File: src/rtl/mem_ctrl_multiport.sv
// Multi-port byte-serial memory controller.
// Round-robin arbitration of NUM_PORTS requesters onto one external RAM port
// that moves one byte per cycle. Each transaction moves 1..DATA_W/8 bytes,
// little-endian. Reads may be sign-extended and aborted; IO writes stall
// while the IO buffer is full.
module mem_ctrl_multiport #(
    parameter int              NUM_PORTS    = 2,
    parameter int              ADDR_W       = 32,
    parameter int              DATA_W       = 32,
    parameter logic [ADDR_W-1:0] IO_ADDR_BASE = ADDR_W'('h30000),
    parameter int              LEN_W        = ((DATA_W / 8) > 1) ? $clog2(DATA_W / 8) : 1
) (
    input  logic                          clk_in,
    input  logic                          rst_in,
    input  logic                          rdy_in,
    input  logic                          io_buffer_full,
    input  logic [7:0]                    mem_din,
    output logic [7:0]                    mem_dout,
    output logic [ADDR_W-1:0]             mem_a,
    output logic                          mem_wr,
    input  logic [NUM_PORTS-1:0]          req_valid,
    input  logic [NUM_PORTS-1:0]          req_wr,
    input  logic [NUM_PORTS-1:0]          req_signed,
    input  logic [NUM_PORTS*LEN_W-1:0]    req_len,
    input  logic [NUM_PORTS*ADDR_W-1:0]   req_addr,
    input  logic [NUM_PORTS*DATA_W-1:0]   req_wdata,
    input  logic [NUM_PORTS-1:0]          req_abort,
    output logic [NUM_PORTS-1:0]          resp_done,
    output logic [DATA_W-1:0]             resp_rdata,
    output logic                          busy
);

    localparam int NB    = DATA_W / 8;
    localparam int PW    = (NUM_PORTS > 1) ? $clog2(NUM_PORTS) : 1;
    localparam int CNT_W = LEN_W + 1;

    typedef enum logic [1:0] {
        IDLE,
        RD,
        WR
    } state_t;

    state_t              state, state_d;
    logic [PW-1:0]       rr, rr_d;
    logic [PW-1:0]       cur_port, cur_port_d;
    logic                cur_signed, cur_signed_d;
    logic [LEN_W-1:0]    cur_len, cur_len_d;
    logic [CNT_W-1:0]    cnt, cnt_d;
    logic [CNT_W-1:0]    cap_idx;
    logic [DATA_W-1:0]   wbuf, wbuf_d;
    logic [DATA_W-1:0]   rbuf, rbuf_d;
    logic [ADDR_W-1:0]   mem_a_d;
    logic [7:0]          mem_dout_d;
    logic                mem_wr_d;
    logic [NUM_PORTS-1:0] resp_done_d;
    logic [DATA_W-1:0]   resp_rdata_d;

    logic [NUM_PORTS-1:0] eligible;
    logic                grant;
    logic [PW-1:0]       winner;
    logic [PW-1:0]       scan_idx;

    assign busy    = (state != IDLE);
    assign cap_idx = cnt - CNT_W'(1);

    // Per-port eligibility: requesting, not just completed, and not an IO write facing a full buffer.
    always_comb begin
        // NOTE: every variable written in always_comb gets a default first so no latch is inferred.
        eligible = '0;
        for (int p = 0; p < NUM_PORTS; p++) begin
            eligible[p] = req_valid[p] && !resp_done[p] &&
                          !(req_wr[p] && (req_addr[p*ADDR_W +: ADDR_W] >= IO_ADDR_BASE) && io_buffer_full);
        end
    end

    // Round-robin pick: first eligible port scanning upward from rr+1 with wrap.
    always_comb begin
        grant    = 1'b0;
        winner   = '0;
        scan_idx = '0;
        for (int i = 1; i <= NUM_PORTS; i++) begin
            scan_idx = PW'((int'(rr) + i) % NUM_PORTS);
            if (!grant && eligible[scan_idx]) begin
                grant  = 1'b1;
                winner = scan_idx;
            end
        end
    end

    // Next-state and next-output logic for the IDLE/RD/WR controller.
    always_comb begin
        state_d      = state;
        rr_d         = rr;
        cur_port_d   = cur_port;
        cur_signed_d = cur_signed;
        cur_len_d    = cur_len;
        cnt_d        = cnt;
        wbuf_d       = wbuf;
        rbuf_d       = rbuf;
        mem_a_d      = mem_a;
        mem_dout_d   = mem_dout;
        mem_wr_d     = 1'b0;
        resp_done_d  = '0;
        resp_rdata_d = resp_rdata;

        case (state)
            IDLE: begin
                if (grant) begin
                    rr_d         = winner;
                    cur_port_d   = winner;
                    cur_signed_d = req_signed[winner];
                    cur_len_d    = req_len[int'(winner)*LEN_W +: LEN_W];
                    wbuf_d       = req_wdata[int'(winner)*DATA_W +: DATA_W];
                    mem_a_d      = req_addr[int'(winner)*ADDR_W +: ADDR_W];
                    cnt_d        = '0;
                    if (req_wr[winner]) begin
                        mem_dout_d = req_wdata[int'(winner)*DATA_W +: 8];
                        mem_wr_d   = 1'b1;
                        state_d    = WR;
                    end else begin
                        state_d    = RD;
                    end
                end
            end

            RD: begin
                if (req_abort[cur_port]) begin
                    state_d = IDLE;
                end else begin
                    // Addresses run one cycle ahead of the returning bytes.
                    if (cnt < {1'b0, cur_len}) begin
                        mem_a_d = mem_a + ADDR_W'(1);
                    end
                    cnt_d = cnt + CNT_W'(1);
                    if (cnt != '0) begin
                        rbuf_d[int'(cap_idx)*8 +: 8] = mem_din;
                        if (cap_idx == {1'b0, cur_len}) begin
                            resp_rdata_d = rbuf_d;
                            for (int j = 0; j < NB; j++) begin
                                if (j > int'(cur_len)) begin
                                    resp_rdata_d[j*8 +: 8] = {8{cur_signed & mem_din[7]}};
                                end
                            end
                            resp_done_d[cur_port] = 1'b1;
                            state_d               = IDLE;
                        end
                    end
                end
            end

            WR: begin
                if (cnt == {1'b0, cur_len}) begin
                    resp_done_d[cur_port] = 1'b1;
                    state_d               = IDLE;
                end else begin
                    cnt_d      = cnt + CNT_W'(1);
                    mem_a_d    = mem_a + ADDR_W'(1);
                    mem_dout_d = wbuf[(int'(cnt) + 1)*8 +: 8];
                    mem_wr_d   = 1'b1;
                end
            end

            default: state_d = IDLE;
        endcase
    end

    // State and output registers: synchronous reset, full freeze while rdy_in is low.
    always_ff @(posedge clk_in) begin
        // NOTE: sequential state uses non-blocking assignments so every register samples pre-edge values.
        if (rst_in) begin
            state      <= IDLE;
            rr         <= PW'(NUM_PORTS - 1);
            cur_port   <= '0;
            cur_signed <= 1'b0;
            cur_len    <= '0;
            cnt        <= '0;
            wbuf       <= '0;
            rbuf       <= '0;
            mem_a      <= '0;
            mem_dout   <= '0;
            mem_wr     <= 1'b0;
            resp_done  <= '0;
            resp_rdata <= '0;
        end else if (rdy_in) begin
            state      <= state_d;
            rr         <= rr_d;
            cur_port   <= cur_port_d;
            cur_signed <= cur_signed_d;
            cur_len    <= cur_len_d;
            cnt        <= cnt_d;
            wbuf       <= wbuf_d;
            rbuf       <= rbuf_d;
            mem_a      <= mem_a_d;
            mem_dout   <= mem_dout_d;
            mem_wr     <= mem_wr_d;
            resp_done  <= resp_done_d;
            resp_rdata <= resp_rdata_d;
        end
    end

endmodule

File: config.mk
export PLATFORM = sky130hd
export DESIGN_NAME = mem_ctrl_multiport
export DESIGN_NICKNAME = d
export VERILOG_FILES = /design/src/rtl/mem_ctrl_multiport.sv
export SDC_FILE = /design/constraint.sdc
export NUM_CORES = 1
export LEC_CHECK = 0
export ABC_AREA = 1
export CAP_MARGIN = 25
export CELL_PAD_IN_SITES_DETAIL_PLACEMENT = 1
export CELL_PAD_IN_SITES_GLOBAL_PLACEMENT = 2
export CORE_MARGIN = 8
export CORE_UTILIZATION = 23
export CTS_BUF_LIST = sky130_fd_sc_hd__clkbuf_4
export DETAILED_ROUTE_END_ITERATION = 10
export GPL_ROUTABILITY_DRIVEN = 0
export PLACE_DENSITY_LB_ADDON = 0.1
export SLEW_MARGIN = 20
export SYNTH_ARGS = -nofsm -noshare
export SYNTH_HDL_FRONTEND = slang
export SYNTH_SLANG_ARGS = --single-unit
File: constraint.sdc
create_clock -name clk_in -period 2.4 [get_ports clk_in]
set_input_delay 0.48 -clock clk_in [delete_from_list [all_inputs] [get_ports clk_in]]
set_output_delay 0.48 -clock clk_in [all_outputs]
set_load 0.005 [all_outputs]
==> results of run 1 <==
-- layout make-up --
| type | instances | share of cell area |
|---|---|---|
| antenna | 2 | 0.000427 |
| clock buffer | 17 | 0.0109 |
| clock inverter | 14 | 0.0164 |
| inverter | 138 | 0.0442 |
| multi-input combinational | 896 | 0.376 |
| sequential | 141 | 0.241 |
| tap | 455 | 0.0486 |
| timing repair buffer | 313 | 0.262 |
-- worst reg2reg max path: stages (launching register included) --
cell and delay (ns):
dfxtp_1 0.36, clkinv_1 0.08, ha_1 0.20, xor2_1 0.16, inv_2 0.07, ha_1 0.38, nand2_1 0.09, inv_1 0.11
nand3_2 0.22, o21ai_1 0.25, nand2_1 0.08, a21oi_1 0.14
-- metrics by stage --
stage	total power, mW	TNS, ns	setup WS, ns
2_1_floorplan	4.21	0	0.0163
3_3_place_gp	5.61	-7.87	-0.192
3_5_place_dp	5.63	-8.90	-0.214
4_1_cts	7.52	0	0.0235
5_1_grt	7.91	-0.244	-0.0650
6_report	7.35	0	0.174
-- worst max path at each step --
stage / start / endpoint / slack (ns) / depth (start not counted)
after floorplan: cnt[0]$_SDFFE_PP0P_ / resp_rdata[0]$_SDFFE_PP0P_ / 0.02 / 12
after detailed placement: req_addr[18] / mem_dout[7]$_SDFFE_PP0P_ / -0.21 / 14
after global routing: cnt[1]$_SDFFE_PP0P_ / resp_rdata[12]$_SDFFE_PP0P_ / -0.06 / 11
after global placement: req_addr[18] / mem_dout[1]$_SDFFE_PP0P_ / -0.19 / 14
after CTS: cnt[1]$_SDFFE_PP0P_ / resp_rdata[10]$_SDFFE_PP0P_ / 0.02 / 11
final: cnt[1]$_SDFFE_PP0P_ / resp_rdata[12]$_SDFFE_PP0P_ / 0.17 / 11
-- kinds of logic (layout without fill, tap and decap cells) --
logic type               count (synthesis)  in the layout  synth area share
AND/OR/NAND/NOR                        499            499             0.251
AO/OA/AOI/OAI                          370            370             0.256
buffers and inverters                  203            482             0.108
flip-flops                             141            141             0.350
XOR/XNOR                                14             14            0.0152
adder cells (fa/ha/maj)                 13             13            0.0201
other                                    0              2                 0
-- what timing repair did --
item                       CTS  global route
setup endpoints to repair    2            39
setup buffers                0             1
hold endpoints to repair     0             0
gates resized for setup      2            20
-- power by group through the flow --
stage	combinational [mW]	clock [mW]	sequential, mW
after floorplan	1.40	0	2.81
after global placement	2.76	0	2.85
after detailed placement	2.78	0	2.85
after CTS	2.79	1.93	2.80
after global routing	3.07	2.00	2.83
final	2.74	1.82	2.80
-- per-layer routing --
layer | track usage | vias up
li1 | - | 4604
met1 | 0.208 | 4244
met2 | 0.280 | 166
met3 | 0.0428 | 42
met4 | 0.0505 | 6
met5 | 0 | -
-- flip-flops by register name (all words and copies together) (netlist names), 3 cells and up --
signal and cells:
resp_rdata 32, mem_dout 8, wbuf 24, mem_a 32, rbuf 32, cnt 3
-- cells in the final DEF (no fill, tap or decap), drive strengths merged --
cell type	instances
a31oi	6
buf	87
dlygate4sd2	1
clkbuf	17
clkinvlp	3
nand2	278
or2	1
nor2	158
nor3	15
clkinv	5
a21oi	147
bufinv	4
o2111ai	1
o211ai	29
clkdlybuf4s50	225
dfxtp	141
inv	140
ha	13
o22ai	11
xor2	14
a2bb2oi	7
o21ai	165
diode	2
nand4	15
nand3	32
o21a	4
==> run metrics, run 1 <==
Yosys warnings=0; Setup crit end kind=flop; ys async rst share=0; detailed placer's ending HPWL=27000 um; #FFs+latches synth=141; Post-DRT Antenna Nets=0; placed cells=1942; clock latency on the worst-skew pair=0.61 ns; Die Wd=203 um; Die Height=203 um; max cap viols=0; RSZ-0062 raised after global routing=yes; r2r worst-path depth=11; CP delay by family, top=adder cells; Final Cell Area=11700 um^2; Post-Syn Nets=1405; Core Area=34500 um^2; top cell type's share of synthesized area=0.350; ranking of synthesized cells by area=dfxtp_1 (35%), nand2_1 (13%), o21ai_0 (10%); initial antenna violation count=5; row cnt=68; Commonest cells post-synth=nand2_1 (269), o21ai_0 (163), nor2_1 (152), dfxtp_1 (141), a21oi_1 (137); status=finished, final reports clean; DR DRC count=0; max layer used=met5; # port buffers=227; Ports=228; critical path arrival=2.75 ns; global-route wire length before repair=54600 um; Hold Path Depth=4; minimum clock period=2.23 ns; Post-DP Area=11300 um^2; clk buf depth=2; Max Slew Vio Count=0; hold_buf cts=0; crit start category=flop; largest net degree at the start of global routing=47; final instance count without filler cells=1976; hold slack=0.404 ns; routed wire length on met2=16500 um; Starting Density=0.234; layout cell share with drive strength beyond 1=0.107; Clock power frac=0.247; Reg power frac=0.380; Worst path max stage delay=0.38 ns; Tcrit/Tclk final=0.927; register-to-register setup slack=0.17 ns; 1st-iter DRT viols=373; Final #Nets=1672; Synth area leader=dfxtp_1; P_int=4.62 mW; clock skew=0.0251 ns; Register Area=2820 um^2; Hold WC Path Type=in2reg; Core Util, Final=0.339; clk root buf=clkbuf_4; clk sink count=141; top-count cell post-synth=nand2_1; die area=41400 um^2; max_slew headroom=0.545; wirelength, routed=35100 um; pwr dens=628 nW/um^2; total grt overflow=0; routed via count=9062; vias in the first global route=9676; crit path max fanout=8; hold endpoint=rbuf[24]$_SDFFE_PP0P_; CTS H-tree lvls=4; metal1 wirelength=16300 um; worst endpoint required time=2.92 ns; EDFF count, synth=0; CTS buffer count=17; DR WL/cell=17.8 um; Comb pwr share=0.373; cell area after synthesis=8070 um^2; Max VDD drop=0.251 mV; RR Endpoint=resp_rdata[12]$_SDFFE_PP0P_; CP bufs+invs=3; wire length on met3=1670 um; Synth cell types=34; DR vias/cell=4.59; switching portion of total power=0.372; Worst Max-Slew Pin Slew=0.681 ns; P&R area growth vs syn=45.0%; CTS clk-pin slew, worst paths=0.15 ns; Achievable Freq=449 MHz; Syn Area/Cell=6.51 um^2; number of endpoints failing setup at the final stage=0; Post-Synthesis Cells=1240; leakage=4.71 nW; area of the multi-input gates=4400 um^2; Final Hold Viols=0; NetSw=2.73 mW; CP max stage cell=ha_1; R2R Path Start=cnt[1]$_SDFFE_PP0P_; DR pass1 iterations=4; Synth Flop Type=dfxtp_1; Crit Path Class=reg2reg; Hold Path Origin=rst_in; GRT Overall Usage=0.167; CTS tree=built; sequential area share after synthesis=0.350; filler cell count=4377; worst path cell trace=clkinv_1 > ha_1 > xor2_1 > inv_2 > ha_1 > nand2_1 > inv_1 > nand3_2 > o21ai_1 > nand2_1 > a21oi_1
No activity file was read; power rests on OpenSTA's default activity.
==> inputs of run 2 (changes only) <==
Settings changed: CORE_UTILIZATION 23 to 31, DONT_BUFFER_PORTS from default to 1, GPL_TIMING_DRIVEN from default to 0.
==> run 2 against run 1 <==
  * Sequential power grew 3%
  * First-iteration DRC count down 0.80%
  * Non-clock buffer count down 227
  * Largest cell class unchanged
  * Final cell count down 17%
==> run metrics, run 2 (synthesized netlist as in run 1, its figures left out) <==
CP max stage cell=dfxtp_4; crit path max fanout=10 (+2); detailed placer's ending HPWL=25700 um (-4.8%); RR Endpoint=resp_rdata[30]$_SDFFE_PP0P_; total grt overflow=0 (unchanged); Hold Path Origin=req_wdata[43]; Max Slew Vio Count=0 (unchanged); TNS Setup=0 ns (unchanged); clk root buf=clkbuf_4; Worst path max stage delay=0.41 ns (+0.03 ns); die area=31500 um^2 (-24%); top flop regs=mem_a x32, rbuf x32, resp_rdata x32; CTS clk-pin slew, worst paths=0.14 ns (about the same); Post-DRT Antenna Nets=0 (unchanged); pre-CTS setup slack=-0.771 ns (-0.557 ns); Final #Nets=1445 (-14%); Tcrit/Tclk final=0.957 (+0.0292); hold endpoint=wbuf[11]$_SDFFE_PP0P_; R2R Path Start=cnt[0]$_SDFFE_PP0P_; max_slew headroom=0.546 (+0.00185); row cnt=59 (-13%); DR pass1 iterations=5 (+1); clock skew=0.0331 ns (+0.00803 ns); Worst Max-Slew Pin Slew=0.680 ns (-0.000266 ns); largest net degree at the start of global routing=17 (-64%); Post-DP Area=8500 um^2 (-25%); worst path cell trace=inv_4 > clkbuf_8 > ha_4 > clkinvlp_4 > a21oi_4 > o2111ai_4 > nor2_4 > inv_2 > buf_6 > a31oi_4 > buf_12 > a21oi_1; most common cell after layout, fill and taps aside=nand2_1; Core Area=25800 um^2 (-25%); Final Hold Viols=0 (unchanged); routed via count=8286 (-8.6%); CTS buffer count=17 (unchanged); min setup slack post-route=0.104 ns (-0.0701 ns); minimum clock period=2.30 ns (+0.0701 ns); clock latency on the worst-skew pair=0.58 ns (-0.03 ns); number of endpoints failing setup at the final stage=0 (unchanged); DR DRC count=0 (unchanged); CTS tree=built; max cap viols=0 (unchanged); DR WL/cell=20.3 um (+14%); CTS H-tree lvls=4 (unchanged); Max VDD drop=0.330 mV (+32%); Hold Path Depth=2 (-2); Ports=228 (unchanged); Die Wd=177 um (-13%); DR vias/cell=5.08 (+11%); P&R area growth vs syn=14.3%; Crit Path Class=reg2reg; vias in the first global route=8507 (-12%); crit start category=flop; status=finished, final reports clean; # port buffers=0 (-100%); Starting Density=0.312 (+0.0788); leakage=3.76 nW (-20%); Final Cell Area=9230 um^2 (-21%); initial antenna violation count=4 (-1); most frequent cells in the layout=nand2_1 (267), nor2_1 (151), o21ai_0 (140), dfxtp_1 (137), a21oi_1 (135); wirelength, routed=33200 um (-5.5%); pwr dens=731 nW/um^2 (+16%); GRT Overall Usage=0.207 (+0.0393); Setup crit end kind=flop; worst endpoint required time=2.86 ns (-0.06 ns); 1st-iter DRT viols=370 (-0.80%); global-route wire length before repair=50300 um (-7.9%); layout cell share with drive strength beyond 1=0.121 (+0.0140); r2r worst-path depth=12 (+1); filler cell count=3382 (-23%); critical path arrival=2.76 ns (about the same); register-to-register setup slack=0.10 ns (-0.07 ns); Die Height=177 um (-13%); clk buf depth=2 (unchanged); Hold WC Path Type=in2reg; Achievable Freq=436 MHz (-3.1%); clk sink count=141 (unchanged)
[run 2: changes by cell type in the layout (fill, tap and decap cells not counted), moves of 4 or more]
cell and delta:
clkbuf_2 +7, clkbuf_1 +22, buf_2 +13, inv_8 +4
buf_6 +10, buf_4 -57, dlygate4sd3_1 +7, clkdlybuf4s50_1 -225
buf_12 -9, dfxtp_1 -4, o21ai_2 +8, o21ai_0 -9
[run 2: worst max path at each step]
stage	startpoint	end	depth (start not counted)
floorplan	cnt[0]$_SDFFE_PP0P_	resp_rdata[0]$_SDFFE_PP0P_	12
global placement	cnt[1]$_SDFFE_PP0P_	resp_rdata[7]$_SDFFE_PP0P_	11
detailed placement	cnt[1]$_SDFFE_PP0P_	resp_rdata[0]$_SDFFE_PP0P_	11
CTS	cnt[1]$_SDFFE_PP0P_	resp_rdata[30]$_SDFFE_PP0P_	11
global route	cnt[0]$_SDFFE_PP0P_	resp_rdata[30]$_SDFFE_PP0P_	11
finish	cnt[0]$_SDFFE_PP0P_	resp_rdata[30]$_SDFFE_PP0P_	12
[run 2: power by group]
group | internal, mW | leakage (nW) | switching [mW] | total [mW]
clock | 0.573 | 0.163 | 1.14 | 1.71
sequential | 2.58 | 1.15 | 0.308 | 2.89
combinational | 0.733 | 2.45 | 1.42 | 2.15
[run 2: through the flow]
stage                util  power, mW  instances  hold slack (ns)
floorplan               -       4.21       1240            0.430
global placement    0.329       4.89       1575            0.445
detailed placement  0.329       4.89       1575            0.450
CTS                 0.351       6.73       1623          0.00165
global route        0.357       7.21       1632           0.0167
finish              0.357       6.74       1632           0.0526
[run 2: layout make-up]
type	count	area (um^2)	share of cell area
well taps	335	419	0.0454
diodes	4	10.0	0.00108
multi-input cells	896	4530	0.491
inverters	138	529	0.0574
flip-flops and latches	141	2830	0.307
clock buffers	17	128	0.0138
plain buffers	64	389	0.0422
clock inverters	15	166	0.0180
repair buffers	22	220	0.0239
[run 2: repair_timing]
item / CTS / global route
hold endpoints to repair: 7 / 0
pin swaps: 3 / 7
setup endpoints to repair: 98 / 96
buffers inserted: 10 / 5
resized for setup: 42 / 40
hold buffers: 7 / 0
[run 2: critical path: cells and delay by family, from the launching register on]
| kind | cells | cell delay [ns] |
|---|---|---|
| AO/OA/AOI/OAI | 4 | 0.56 |
| adder cells (fa/ha/maj) | 1 | 0.31 |
| buffers and inverters | 6 | 0.73 |
| flip-flops | 1 | 0.41 |
| AND/OR/NAND/NOR | 1 | 0.20 |
[run 2: per-layer routing]
metal	wire length [um]	GRT usage	share of wire	vias to the layer above
met5	0	0	0	-
met4	437	0.0538	0.013	0
met3	2030	0.0489	0.061	20
met2	15400	0.342	0.46	209
met1	15400	0.265	0.46	3888
li1	-	-	-	4169
